## config.mk

```make
export PLATFORM = sky130hd
export DESIGN_NAME = bcd_encryptor
export DESIGN_NICKNAME = d
export VERILOG_FILES = /design/src/rtl/bcd_encryptor.sv
export SDC_FILE = /design/constraint.sdc
export NUM_CORES = 1
export LEC_CHECK = 0
export CAP_MARGIN = 25
export CORE_AREA = 2 2 48 72
export DETAILED_ROUTE_END_ITERATION = 12
export DIE_AREA = 0 0 50 74
export HOLD_SLACK_MARGIN = 0.12
export PLACE_DENSITY = 0.74
export SLEW_MARGIN = 20
export SYNTH_ARGS = -nofsm -noshare
export SYNTH_HDL_FRONTEND = slang
export SYNTH_SLANG_ARGS = --single-unit
```

## constraint.sdc

```tcl
create_clock -name clk -period 2.8 [get_ports clk]
set_input_delay 0.28 -clock clk [delete_from_list [all_inputs] [get_ports clk]]
set_output_delay 0.28 -clock clk [all_outputs]
set_load 0.1 [all_outputs]
```

## src/rtl/bcd_encryptor.sv

```systemverilog
// BCD digit-cipher encryptor: encodes digits 0-9 into 4-bit cipher codes, buffers them in a
// DEPTH-entry FIFO and drops/counts non-BCD input. Optional macro ENC_PARITY_EN adds out_parity.
module bcd_encryptor #(
   parameter int DEPTH = 4
) (
   input  logic                     clk,
   input  logic                     rst,
   input  logic                     in_valid,
   output logic                     in_ready,
   input  logic [3:0]               in_digit,
   output logic                     out_valid,
   input  logic                     out_ready,
   output logic [3:0]               out_code,
   output logic                     err_pulse,
   output logic [7:0]               err_count,
   output logic [$clog2(DEPTH):0]   level
`ifdef ENC_PARITY_EN
   ,
   output logic                     out_parity
`endif
);

   localparam int PW = $clog2(DEPTH);
   localparam int LW = PW + 1;
`ifdef ENC_PARITY_EN
   localparam int MW = 5;
`else
   localparam int MW = 4;
`endif
   localparam logic [LW-1:0] FULL_LEVEL = LW'(DEPTH);

   logic [MW-1:0] mem_q [DEPTH];

   logic [PW-1:0] wr_ptr_q, wr_ptr_d;
   logic [PW-1:0] rd_ptr_q, rd_ptr_d;
   logic [LW-1:0] level_q, level_d;
   logic          err_pulse_q, err_pulse_d;
   logic [7:0]    err_count_q, err_count_d;

   logic          accept, is_bcd, push, pop, drop;
   logic [3:0]    enc_code;
   logic [MW-1:0] wr_word;
   logic [MW-1:0] rd_word;

   function automatic logic [3:0] encode(input logic [3:0] d);
      logic [3:0] c;
      case (d)
         4'd0:    c = 4'b1101;
         4'd1:    c = 4'b1100;
         4'd2:    c = 4'b1011;
         4'd3:    c = 4'b1010;
         4'd4:    c = 4'b1001;
         4'd5:    c = 4'b1000;
         4'd6:    c = 4'b0011;
         4'd7:    c = 4'b0000;
         4'd8:    c = 4'b0101;
         4'd9:    c = 4'b0110;
         default: c = 4'b0000;
      endcase
      return c;
   endfunction

   // in_ready depends only on occupancy, never on out_ready
   assign in_ready  = (level_q < FULL_LEVEL);
   assign out_valid = (level_q != '0);
   assign level     = level_q;
   assign err_pulse = err_pulse_q;
   assign err_count = err_count_q;

   always_comb begin
      accept   = in_valid & in_ready;
      is_bcd   = (in_digit <= 4'd9);
      push     = accept & is_bcd;
      drop     = accept & ~is_bcd;
      pop      = out_valid & out_ready;
      enc_code = encode(in_digit);
`ifdef ENC_PARITY_EN
      wr_word  = {~^enc_code, enc_code};
`else
      wr_word  = enc_code;
`endif
   end

   always_comb begin
      wr_ptr_d    = wr_ptr_q;
      rd_ptr_d    = rd_ptr_q;
      level_d     = level_q;
      err_pulse_d = drop;
      err_count_d = err_count_q;
      if (push) begin
         wr_ptr_d = wr_ptr_q + PW'(1);
      end
      if (pop) begin
         rd_ptr_d = rd_ptr_q + PW'(1);
      end
      if (push && !pop) begin
         level_d = level_q + LW'(1);
      end else if (!push && pop) begin
         level_d = level_q - LW'(1);
      end
      if (drop && (err_count_q != 8'hFF)) begin
         err_count_d = err_count_q + 8'd1;
      end
   end

   always_ff @(posedge clk or posedge rst) begin
      if (rst) begin
         wr_ptr_q    <= '0;
         rd_ptr_q    <= '0;
         level_q     <= '0;
         err_pulse_q <= 1'b0;
         err_count_q <= 8'd0;
      end else begin
         wr_ptr_q    <= wr_ptr_d;
         rd_ptr_q    <= rd_ptr_d;
         level_q     <= level_d;
         err_pulse_q <= err_pulse_d;
         err_count_q <= err_count_d;
      end
   end

   // Storage carries no reset; an empty FIFO masks its contents at the output
   always_ff @(posedge clk) begin
      if (push) begin
         mem_q[wr_ptr_q] <= wr_word;
      end
   end

   assign rd_word  = mem_q[rd_ptr_q];
   assign out_code = out_valid ? rd_word[3:0] : 4'b0000;
`ifdef ENC_PARITY_EN
   assign out_parity = out_valid ? rd_word[4] : 1'b1;
`endif

endmodule
```

==> impl_metrics.csv, run 1 <==
group,metric,value,unit
global_routing,groute.usage.overall,16.0,%
synthesis,unique_cell_type_count_in_the_yosys_netlist,31,
sta,layout_setup_ws,635,ps
sta,maxSlewHeadroom,58.1,%
synthesis,ff_latch_count_synth,32,
critical_path,type_of_origin_of_the_critical_path,"input pin",
critical_path,critPathCaptureType,"flip-flop",
sta,fmaxAchievable,0.462,GHz
drt,drc_errors,0,
global_routing,antenna_violations_before_repair,0,
global_routing,grt_first_pass_wirelength,4330,um
placement,preCtsSetupSlack,314,ps
cells_and_area,final-seq-area,885,um2
drt,wl,2520,um
clock_tree,clockRootBuffer,"clkbuf_8",
sta,period_share,77.3,%
cells_and_area,layout_cells_sized_above_1,28.6,%
critical_path,worstPathRequired,3010,ps
cells_and_area,layout_commonest_cell,"buf_4",
drt,drt_pass1_iterations,4,
hold_path,worst_hold_path_type,"in -> async",
drt,antenna_violating_nets_post_route,0,
clock_tree,worst_skew_pair.late_latency,280,ps
cells_and_area,area_of_the_multi_input_gates,574,um2
cells_and_area,antenna-diode-count,0,
cells_and_area,highest_count_cells_in_the_layout_ignoring_fill_and_taps,"19 x buf_4, 16 x edfxtp_1, 13 x dfrtp_1",
sta,final-max-slew-violation-count,0,
clock_tree,cts-buffers-inserted,5,
synthesis,seq_area_frac_synth,59.2,%
drt,route.vias.total,921,
job,max_cap_check_violation_count,0,
clock_tree,cts.repair_timing.setup_buffer_count,0,
critical_path,cp.arrival,2370,ps
critical_path,worstRegToRegCells,8,
critical_path,worst-path-max-fanout,6,
floorplanning,rows,25,
critical_path,crit_path_cell_trace,"clkdlybuf4s50_1 > o21ai_2 > nor2b_1 > ha_1 > inv_1 > fa_1 > xor2_1 > nor2_1 > xnor2_1",
sta,finalHoldViolCount,0,
drt,routed_wire_length_per_instance,14.0,um
critical_path,r2r_end,"level[2]$_DFFE_PP0P_",
global_routing,number_of_global_route_vias_before_repair,986,
placement,placed_wire_length_estimate,1970,um
global_routing,grt_max_degree,17,
clock_tree,cts_tree,"done",
critical_path,critical-path-max-stage-delay,470,ps
sta,setup-tns-final,0,ps
floorplanning,floorplan.initialDensity,48.0,%
critical_path,criticalPathCategory,"in -> reg",
synthesis,post_synth_instance_area,0.00149,mm2
clock_tree,cts_hold_buffers,0,
synthesis,synthesis.instances,109,
cells_and_area,layoutNonFillerInstCount,180,
sta,worst_hold_slack,373,ps
outcome,outcome,"finished, final reports clean",
synthesis,synth_fp_nets,124,
floorplanning,die_height,74,um
synthesis,yosys_synthesis_warning_count,0,
sta,worstMarginPinSlew,628,ps
floorplanning,io-pin-count,26,
sta,fin_worst_skew,6.65,ps
cells_and_area,fillerInstances,251,
cells_and_area,areaGrowthSynthToFinish,22.5,%
drt,via_per_inst,5.12,
global_routing,grt_overflow,0,
clock_tree,cts.reportedPaths.clkPinSlew,70,ps
floorplanning,full_die_area,0.00370,mm2
sta,period_needed,2160,ps
clock_tree,cts_htree_levels,2,
clock_tree,clock-sinks,32,
critical_path,timing.reg2reg.setup_slack,640,ps
clock_tree,postcts_resize_cnt,0,
sta,rsz_0062_raised_after_global_routing,"false",
cells_and_area,nNetsFinal,154,
placement,gp_congestion,0.711,
drt,drt_iter0_drc,16,
sta,setup_viol_count_final,0,
floorplanning,die-width,50,um
critical_path,r2r_path_start,"level[2]$_DFFE_PP0P_",
clock_tree,clock_tree.buffer_depth,2,
placement,numPortBuffers,25,
placement,place.detailed.instances,172,
critical_path,crit_path_slowest_cell,"clkdlybuf4s50_1",
critical_path,start_point_of_the_critical_path,"in_digit[1]",
floorplanning,floorplan.core_area,0.00310,mm2
synthesis,synthesized_area_per_cell,13.6,um2
[Yosys cell counts]
cell	instances	area (um2)
edfxtp_1	16	480
nand4_1	1	6.26
mux2_2	3	33.8
nand2b_2	1	8.76
mux4_2	4	90.1
or3_1	1	6.26
and2_1	9	56.3
o21ai_2	1	8.76
nand3_1	8	40.0
nor3_1	1	5.00
xnor2_1	7	61.3
mux2_1	1	11.3
a211oi_1	1	7.51
inv_1	5	18.8
nor2_1	2	7.51
fa_1	1	20.0
o21a_1	1	7.51
nand2b_1	1	6.26
ha_1	6	75.1
nor2b_1	2	12.5
a21oi_1	3	15.0
nor3_4	1	16.3
clkbuf_1	1	3.75
mux2_4	1	15.0
buf_2	2	10.0
nor2_2	1	6.26
nand2_1	8	30.0
and4_1	1	8.76
o21ai_0	2	10.0
xor2_1	1	8.76
dfrtp_1	16	400
[final cells by class]
cell class                      count  area share (%)
Tap cell                           40            2.75
Inverter                            5            1.03
Sequential cell                    32            48.6
Multi-Input combinational cell     69            31.5
Clock buffer                        7            4.19
Timing Repair Buffer               26            11.7
Clock inverter                      1           0.275
[worst max path at each step]
| stage | endpoint |
|---|---|
| global placement | level[2]$_DFFE_PP0P_ |
| detailed placement | level[2]$_DFFE_PP0P_ |
| CTS | level[2]$_DFFE_PP0P_ |
| global route | level[2]$_DFFE_PP0P_ |
| finish | level[2]$_DFFE_PP0P_ |
| floorplan | level[2]$_DFFE_PP0P_ |
[state kept, by name (all words and copies together) (netlist names)]
name	count
err_count	8
wr_ptr_q	2
mem_q	16
rd_ptr_q	2
level	3
err_pulse	1
[worst max-delay path: cells and delay by family]
kind	cells	cell delay, ps
AO/OA/AOI/OAI	1	320
XOR/XNOR	2	280
adder cells (fa/ha/maj)	2	600
buffers and inverters	2	540
AND/OR/NAND/NOR	2	360
[cell families after synthesis]
kind of cell | share of synthesized area, %
adders and majority gates | 6.39
DFF | 59.2
and+or+nand+nor | 14.1
muxes | 10.1
buffers and inverters | 2.19
xor gates and xnor gates | 4.71
AOI/OAI and AO/OA | 3.28
[routing by layer]
metal,global-route usage (%),part of all wire (%),vias to the layer above
met5,0,0,-
met4,8.02,2.1,0
met3,5.42,4.6,5
met2,29.5,57,25
met1,15.6,37,446
li1,-,-,445
[stage by stage]
stage / instance area (um2) / utilization [%]
3_5_place_dp: 1740 / 56.2
2_1_floorplan: 1490 / -
4_1_cts: 1820 / 58.8
6_report: 1820 / 58.8
5_1_grt: 1820 / 58.8
3_3_place_gp: 1740 / 56.2
Power of run 1 is left out: the tool's default activity adds up to more than one toggle a clock period on the data nets, which glitch-free logic cannot reach.
==> inputs of run 2 (changes only) <==
--- a/config.mk
+++ b/config.mk
@@ -6,11 +6,11 @@
 export NUM_CORES = 1
 export LEC_CHECK = 0
 export CAP_MARGIN = 25
-export CORE_AREA = 2 2 48 72
+export CORE_AREA = 2 2 50 75
 export DETAILED_ROUTE_END_ITERATION = 12
-export DIE_AREA = 0 0 50 74
+export DIE_AREA = 0 0 52 77
 export HOLD_SLACK_MARGIN = 0.12
-export PLACE_DENSITY = 0.74
+export PLACE_DENSITY = 0.71
 export SLEW_MARGIN = 20
 export SYNTH_ARGS = -nofsm -noshare
 export SYNTH_HDL_FRONTEND = slang
==> constraint.sdc (replaced) <==
create_clock -name clk -period 1.9 [get_ports clk]
set_input_delay 0.19 -clock clk [delete_from_list [all_inputs] [get_ports clk]]
set_output_delay 0.19 -clock clk [all_outputs]
set_load 0.1 [all_outputs]
==> run 2 against run 1 <==
  * The flow now finishes with violations (setup timing)
  * Routed wire length up 5.5%
  * First-iteration DRC count up 100%
  * Highest routed layer unchanged
  * Via count up 7.8%
  * Design area up 14%
  * Hold slack worse by 87 ps
  * Cell count up 8.3%
  * Clock-buffer cell count down 2
  * Core utilization up 3.0 points
  * Largest cell class unchanged
  * Sequential share of layout area down 5.2 points
  * Die area up 8.2%
  * Clock skew down 5.3 ps
==> impl_metrics.csv, run 2 (synthesized netlist as in run 1, its figures left out) <==
group,metric,value,unit
outcome,outcome,"finished with violations",
outcome,failed_checks,"setup timing",
floorplanning,die_height,77,um
sta,period_needed,1920,ps
placement,placed_wire_length_estimate,2120,um
sta,fmaxAchievable,0.522,GHz
floorplanning,floorplan.core_area,0.00335,mm2
drt,drt_pass1_iterations,3,
sta,worstMarginPinSlew,625,ps
clock_tree,clock_tree.buffer_depth,2,
sta,maxSlewHeadroom,58.3,%
global_routing,number_of_global_route_vias_before_repair,1082,
drt,route.vias.total,993,
clock_tree,cts-buffers-inserted,5,
job,max_cap_check_violation_count,0,
drt,antenna_violating_nets_post_route,0,
drt,via_per_inst,5.09,
critical_path,criticalPathCategory,"reg -> reg",
clock_tree,cts_tree,"done",
sta,setup-tns-final,-17.6,ps
clock_tree,cts_htree_levels,2,
cells_and_area,highest_count_cells_in_the_layout_ignoring_fill_and_taps,"26 x buf_4, 16 x edfxtp_1, 9 x dfrtp_2",
placement,numPortBuffers,25,
floorplanning,io-pin-count,26,
clock_tree,worst_skew_pair.late_latency,280,ps
cells_and_area,number_of_flip_flops_in_the_largest_register,16,
critical_path,worst_path_dominant_cell_family,"simple AND/OR/NAND/NOR gates",
sta,rsz_0062_raised_after_global_routing,"true",
critical_path,crit_path_cell_trace,"or3_4 > nand2_4 > ha_4 > inv_2 > fa_2 > xor2_1 > nor2_1 > xnor2_1",
cells_and_area,layout_cells_sized_above_1,45.8,%
placement,gp_congestion,0.759,
critical_path,critPathCaptureType,"flip-flop",
global_routing,grt_overflow,0,
critical_path,critical_path_buf_inv_count,1,
global_routing,grt_first_pass_wirelength,4660,um
drt,drc_errors,0,
cells_and_area,fillerInstances,252,
sta,final-max-slew-violation-count,0,
clock_tree,clock-sinks,32,
sta,fin_worst_skew,1.39,ps
cells_and_area,max_flop_register,"mem_q",
global_routing,grt_max_degree,17,
critical_path,crit_path_slowest_cell,"dfrtp_4",
hold_path,worst_hold_path_type,"in -> async",
critical_path,worst-path-max-fanout,2,
cells_and_area,areaGrowthSynthToFinish,39.4,%
floorplanning,die-width,52,um
cells_and_area,antenna-diode-count,0,
sta,period_share,101,%
clock_tree,cts.reportedPaths.clkPinSlew,60,ps
critical_path,cp.arrival,2120,ps
drt,routed_wire_length_per_instance,13.6,um
sta,setup_viol_count_final,2,
floorplanning,rows,26,
critical_path,type_of_origin_of_the_critical_path,"flip-flop",
critical_path,critical-path-max-stage-delay,470,ps
cells_and_area,layout_commonest_cell,"buf_4",
drt,drt_iter0_drc,32,
cells_and_area,nNetsFinal,167,
drt,wl,2650,um
global_routing,antenna_violations_before_repair,0,
sta,layout_setup_ws,-16.5,ps
sta,finalHoldViolCount,0,
floorplanning,floorplan.initialDensity,44.4,%
clock_tree,clockRootBuffer,"clkbuf_8",
floorplanning,full_die_area,0.00400,mm2
global_routing,groute.usage.overall,16.1,%
critical_path,worstPathRequired,2100,ps
## run 2: changes by cell type in the layout (fill, tap and decap cells not counted), sizes merged
cell,change
buf,+13
clkbuf,-2
bufinv,+1
clkinv,+1
## run 2: through the flow
step                      worst slack, ps  hold WS (ps)  cell area (um2)  instances  utilization [%]
after CTS                           -28.2           309             2070        194             61.7
after floorplan                      -399           103             1560        109                -
after detailed placement             -138           507             1950        185             58.1
after global placement               -111           499             1950        185             58.1
after global routing                 -109           387             2070        195             61.9
final                               -16.5           285             2070        195             61.9
## run 2: worst register-to-register path, cell delays in order (launching register included)
cell,delay (ps)
dfrtp_4,470
or3_4,400
nand2_4,80
ha_4,130
inv_2,30
fa_2,320
xor2_1,140
nor2_1,130
xnor2_1,130
## run 2: worst paths after layout
kind                                               start                        to  slack (ps)  cells after the start
worst min-delay path                                 rst  err_count[3]$_DFFE_PP0P_         290                      2
max in group asynchronous                            rst      level[1]$_DFFE_PP0P_        1150                      2
worst max-delay path                level[1]$_DFFE_PP0P_      level[2]$_DFFE_PP0P_         -20                      8
min in group clk                err_count[0]$_DFFE_PP0P_  err_count[0]$_DFFE_PP0P_         520                      1
worst max register to register      level[1]$_DFFE_PP0P_      level[2]$_DFFE_PP0P_         -20                      8
worst min register to register  err_count[0]$_DFFE_PP0P_  err_count[0]$_DFFE_PP0P_         520                      1
## run 2: layout make-up
| class | instances | area (um2) | share of cell area [%] |
|---|---|---|---|
| Multi-Input combinational cell | 69 | 611 | 29.5 |
| Inverter | 5 | 18.8 | 0.905 |
| Timing Repair Buffer | 39 | 385 | 18.6 |
| Clock inverter | 3 | 37.5 | 1.81 |
| Sequential cell | 32 | 900 | 43.4 |
| Tap cell | 42 | 52.6 | 2.53 |
| Clock buffer | 5 | 68.8 | 3.32 |
## run 2: layer usage
| layer | GRT usage (%) | vias up | share of wire (%) |
|---|---|---|---|
| li1 | - | 468 | - |
| met1 | 14.6 | 486 | 34 |
| met2 | 30.0 | 31 | 58 |
| met3 | 3.70 | 8 | 4.9 |
| met4 | 9.74 | 0 | 3.3 |
| met5 | 0 | - | 0 |
## run 2: what timing repair did
item                       in CTS  in global routing
hold buffers                    0                  0
buffers inserted                1                  1
gates resized for setup         2                  0
pin swaps                       1                  3
cloned                          0                  0
setup endpoints to repair       6                  6
Power of run 2 is left out for the same reason.
==> inputs of run 3 (changes only) <==
--- a/config.mk
+++ b/config.mk
@@ -11,6 +11,7 @@
 export DIE_AREA = 0 0 52 77
 export HOLD_SLACK_MARGIN = 0.12
 export PLACE_DENSITY = 0.71
+export SKIP_CTS_REPAIR_TIMING = 1
 export SLEW_MARGIN = 20
 export SYNTH_ARGS = -nofsm -noshare
 export SYNTH_HDL_FRONTEND = slang
==> run 3 against run 2 <==
  * Non-clock buffer count is the same
  * Critical path type unchanged
  * Clock-buffer cell count stayed put
  * First-iteration DRC count is 34% higher
  * Cell count unchanged
  * The flow still finishes with violations (setup timing)
  * Sequential share of layout area did not move
==> impl_metrics.csv, run 3 (synthesized netlist as in run 1, its figures left out) <==
group,metric,value,unit
outcome,outcome,"finished with violations",
outcome,failed_checks,"setup timing",
critical_path,cp.arrival,2070,ps
clock_tree,cts-buffers-inserted,5,
cells_and_area,highest_count_cells_in_the_layout_ignoring_fill_and_taps,"26 x buf_4, 16 x edfxtp_1, 9 x dfrtp_2",
clock_tree,worst_skew_pair.late_latency,280,ps
clock_tree,cts.reportedPaths.clkPinSlew,60,ps
floorplanning,rows,26,
sta,rsz_0062_raised_after_global_routing,"true",
global_routing,number_of_global_route_vias_before_repair,1073,
drt,routed_wire_length_per_instance,13.7,um
cells_and_area,antenna-diode-count,0,
critical_path,r2r_end,"level[1]$_DFFE_PP0P_",
cells_and_area,layout_cells_sized_above_1,45.8,%
global_routing,groute.usage.overall,16.0,%
sta,final-max-slew-violation-count,0,
sta,layout_setup_ws,-1.07,ps
job,max_cap_check_violation_count,0,
clock_tree,clock_tree.buffer_depth,2,
cells_and_area,areaGrowthSynthToFinish,39.4,%
placement,numPortBuffers,25,
cells_and_area,nNetsFinal,167,
cells_and_area,max_flop_register,"mem_q",
floorplanning,full_die_area,0.00400,mm2
drt,antenna_violating_nets_post_route,0,
floorplanning,die_height,77,um
critical_path,worstPathRequired,2070,ps
global_routing,grt_first_pass_wirelength,4620,um
global_routing,antenna_violations_before_repair,0,
cells_and_area,layout_commonest_cell,"buf_4",
global_routing,grt_overflow,0,
cells_and_area,number_of_flip_flops_in_the_largest_register,16,
floorplanning,io-pin-count,26,
clock_tree,clock-sinks,32,
drt,route.vias.total,1005,
floorplanning,floorplan.initialDensity,44.4,%
sta,fmaxAchievable,0.526,GHz
sta,fin_worst_skew,2.28,ps
sta,maxSlewHeadroom,58.3,%
sta,setup_viol_count_final,2,
sta,worstMarginPinSlew,624,ps
clock_tree,cts_tree,"done",
drt,drt_iter0_drc,43,
critical_path,type_of_origin_of_the_critical_path,"flip-flop",
cells_and_area,fin_util,61.9,%
sta,period_needed,1900,ps
critical_path,r2r_path_start,"level[1]$_DFFE_PP0P_",
hold_path,worst_hold_path_type,"in -> async",
clock_tree,clockRootBuffer,"clkbuf_8",
floorplanning,die-width,52,um
placement,placed_wire_length_estimate,2120,um
sta,period_share,100,%
clock_tree,cts_htree_levels,2,
critical_path,criticalPathCategory,"reg -> reg",
drt,drc_errors,0,
critical_path,worst-path-max-fanout,2,
critical_path,worstRegToRegCells,6,
floorplanning,floorplan.core_area,0.00335,mm2
critical_path,start_point_of_the_critical_path,"level[1]$_DFFE_PP0P_",
critical_path,critPathCaptureType,"flip-flop",
placement,gp_congestion,0.759,
drt,via_per_inst,5.15,
sta,finalHoldViolCount,0,
critical_path,cp-endpoint,"level[1]$_DFFE_PP0P_",
global_routing,grt_max_degree,17,
drt,wl,2670,um
drt,drt_pass1_iterations,4,
critical_path,timing.reg2reg.setup_slack,-1,ps
==> run 3: cell counts in the layout (fill, tap and decap cells not counted) <==
Identical to the previous run, type by type.
==> run 3: how the worst min path moves through the flow <==
| stage | start | slack [ps] | end | cells after the start |
|---|---|---|---|---|
| 4_1_cts | rst | 310 | err_pulse$_DFF_PP0_ | 2 |
| 2_1_floorplan | rst | 100 | err_count[7]$_DFFE_PP0P_ | 1 |
| 3_3_place_gp | err_count[4]$_DFFE_PP0P_ | 500 | err_count[4]$_DFFE_PP0P_ | 1 |
| 5_1_grt | rst | 390 | err_pulse$_DFF_PP0_ | 2 |
| 3_5_place_dp | err_count[0]$_DFFE_PP0P_ | 510 | err_count[0]$_DFFE_PP0P_ | 1 |
| 6_report | rst | 290 | err_count[3]$_DFFE_PP0P_ | 2 |
==> run 3: worst max-delay path: stages, from the launching register on <==
cell and delay (ps):
dfrtp_4 470, or3_4 400, nand2_4 80, ha_4 130
inv_2 30, fa_2 400, mux2_4 280
==> run 3: cell type report <==
class / instances / area, um2
Inverter: 5 / 18.8
Fill cell: 256 / 1280
Timing Repair Buffer: 39 / 385
Multi-Input combinational cell: 69 / 611
Clock buffer: 5 / 68.8
Sequential cell: 32 / 900
Clock inverter: 3 / 37.5
Tap cell: 42 / 52.6
==> run 3: stage by stage <==
stage                     hold slack, ps  setup TNS, ps  area, um2  instances  setup slack (ps)
final                                285          -1.71       2070        195             -1.07
after global routing                 387           -174       2070        195             -92.9
after CTS                            310           -229       2050        193             -46.7
after detailed placement             507           -269       1950        185              -138
after global placement               499           -215       1950        185              -111
after floorplan                      103           -766       1560        109              -399
==> run 3: per-layer routing <==
layer	wire [um]	global-route usage (%)
met1	905	14.4
met2	1550	29.9
met3	130	3.70
met4	88	9.74
met5	0	0
Power of run 3 is left out for the same reason.
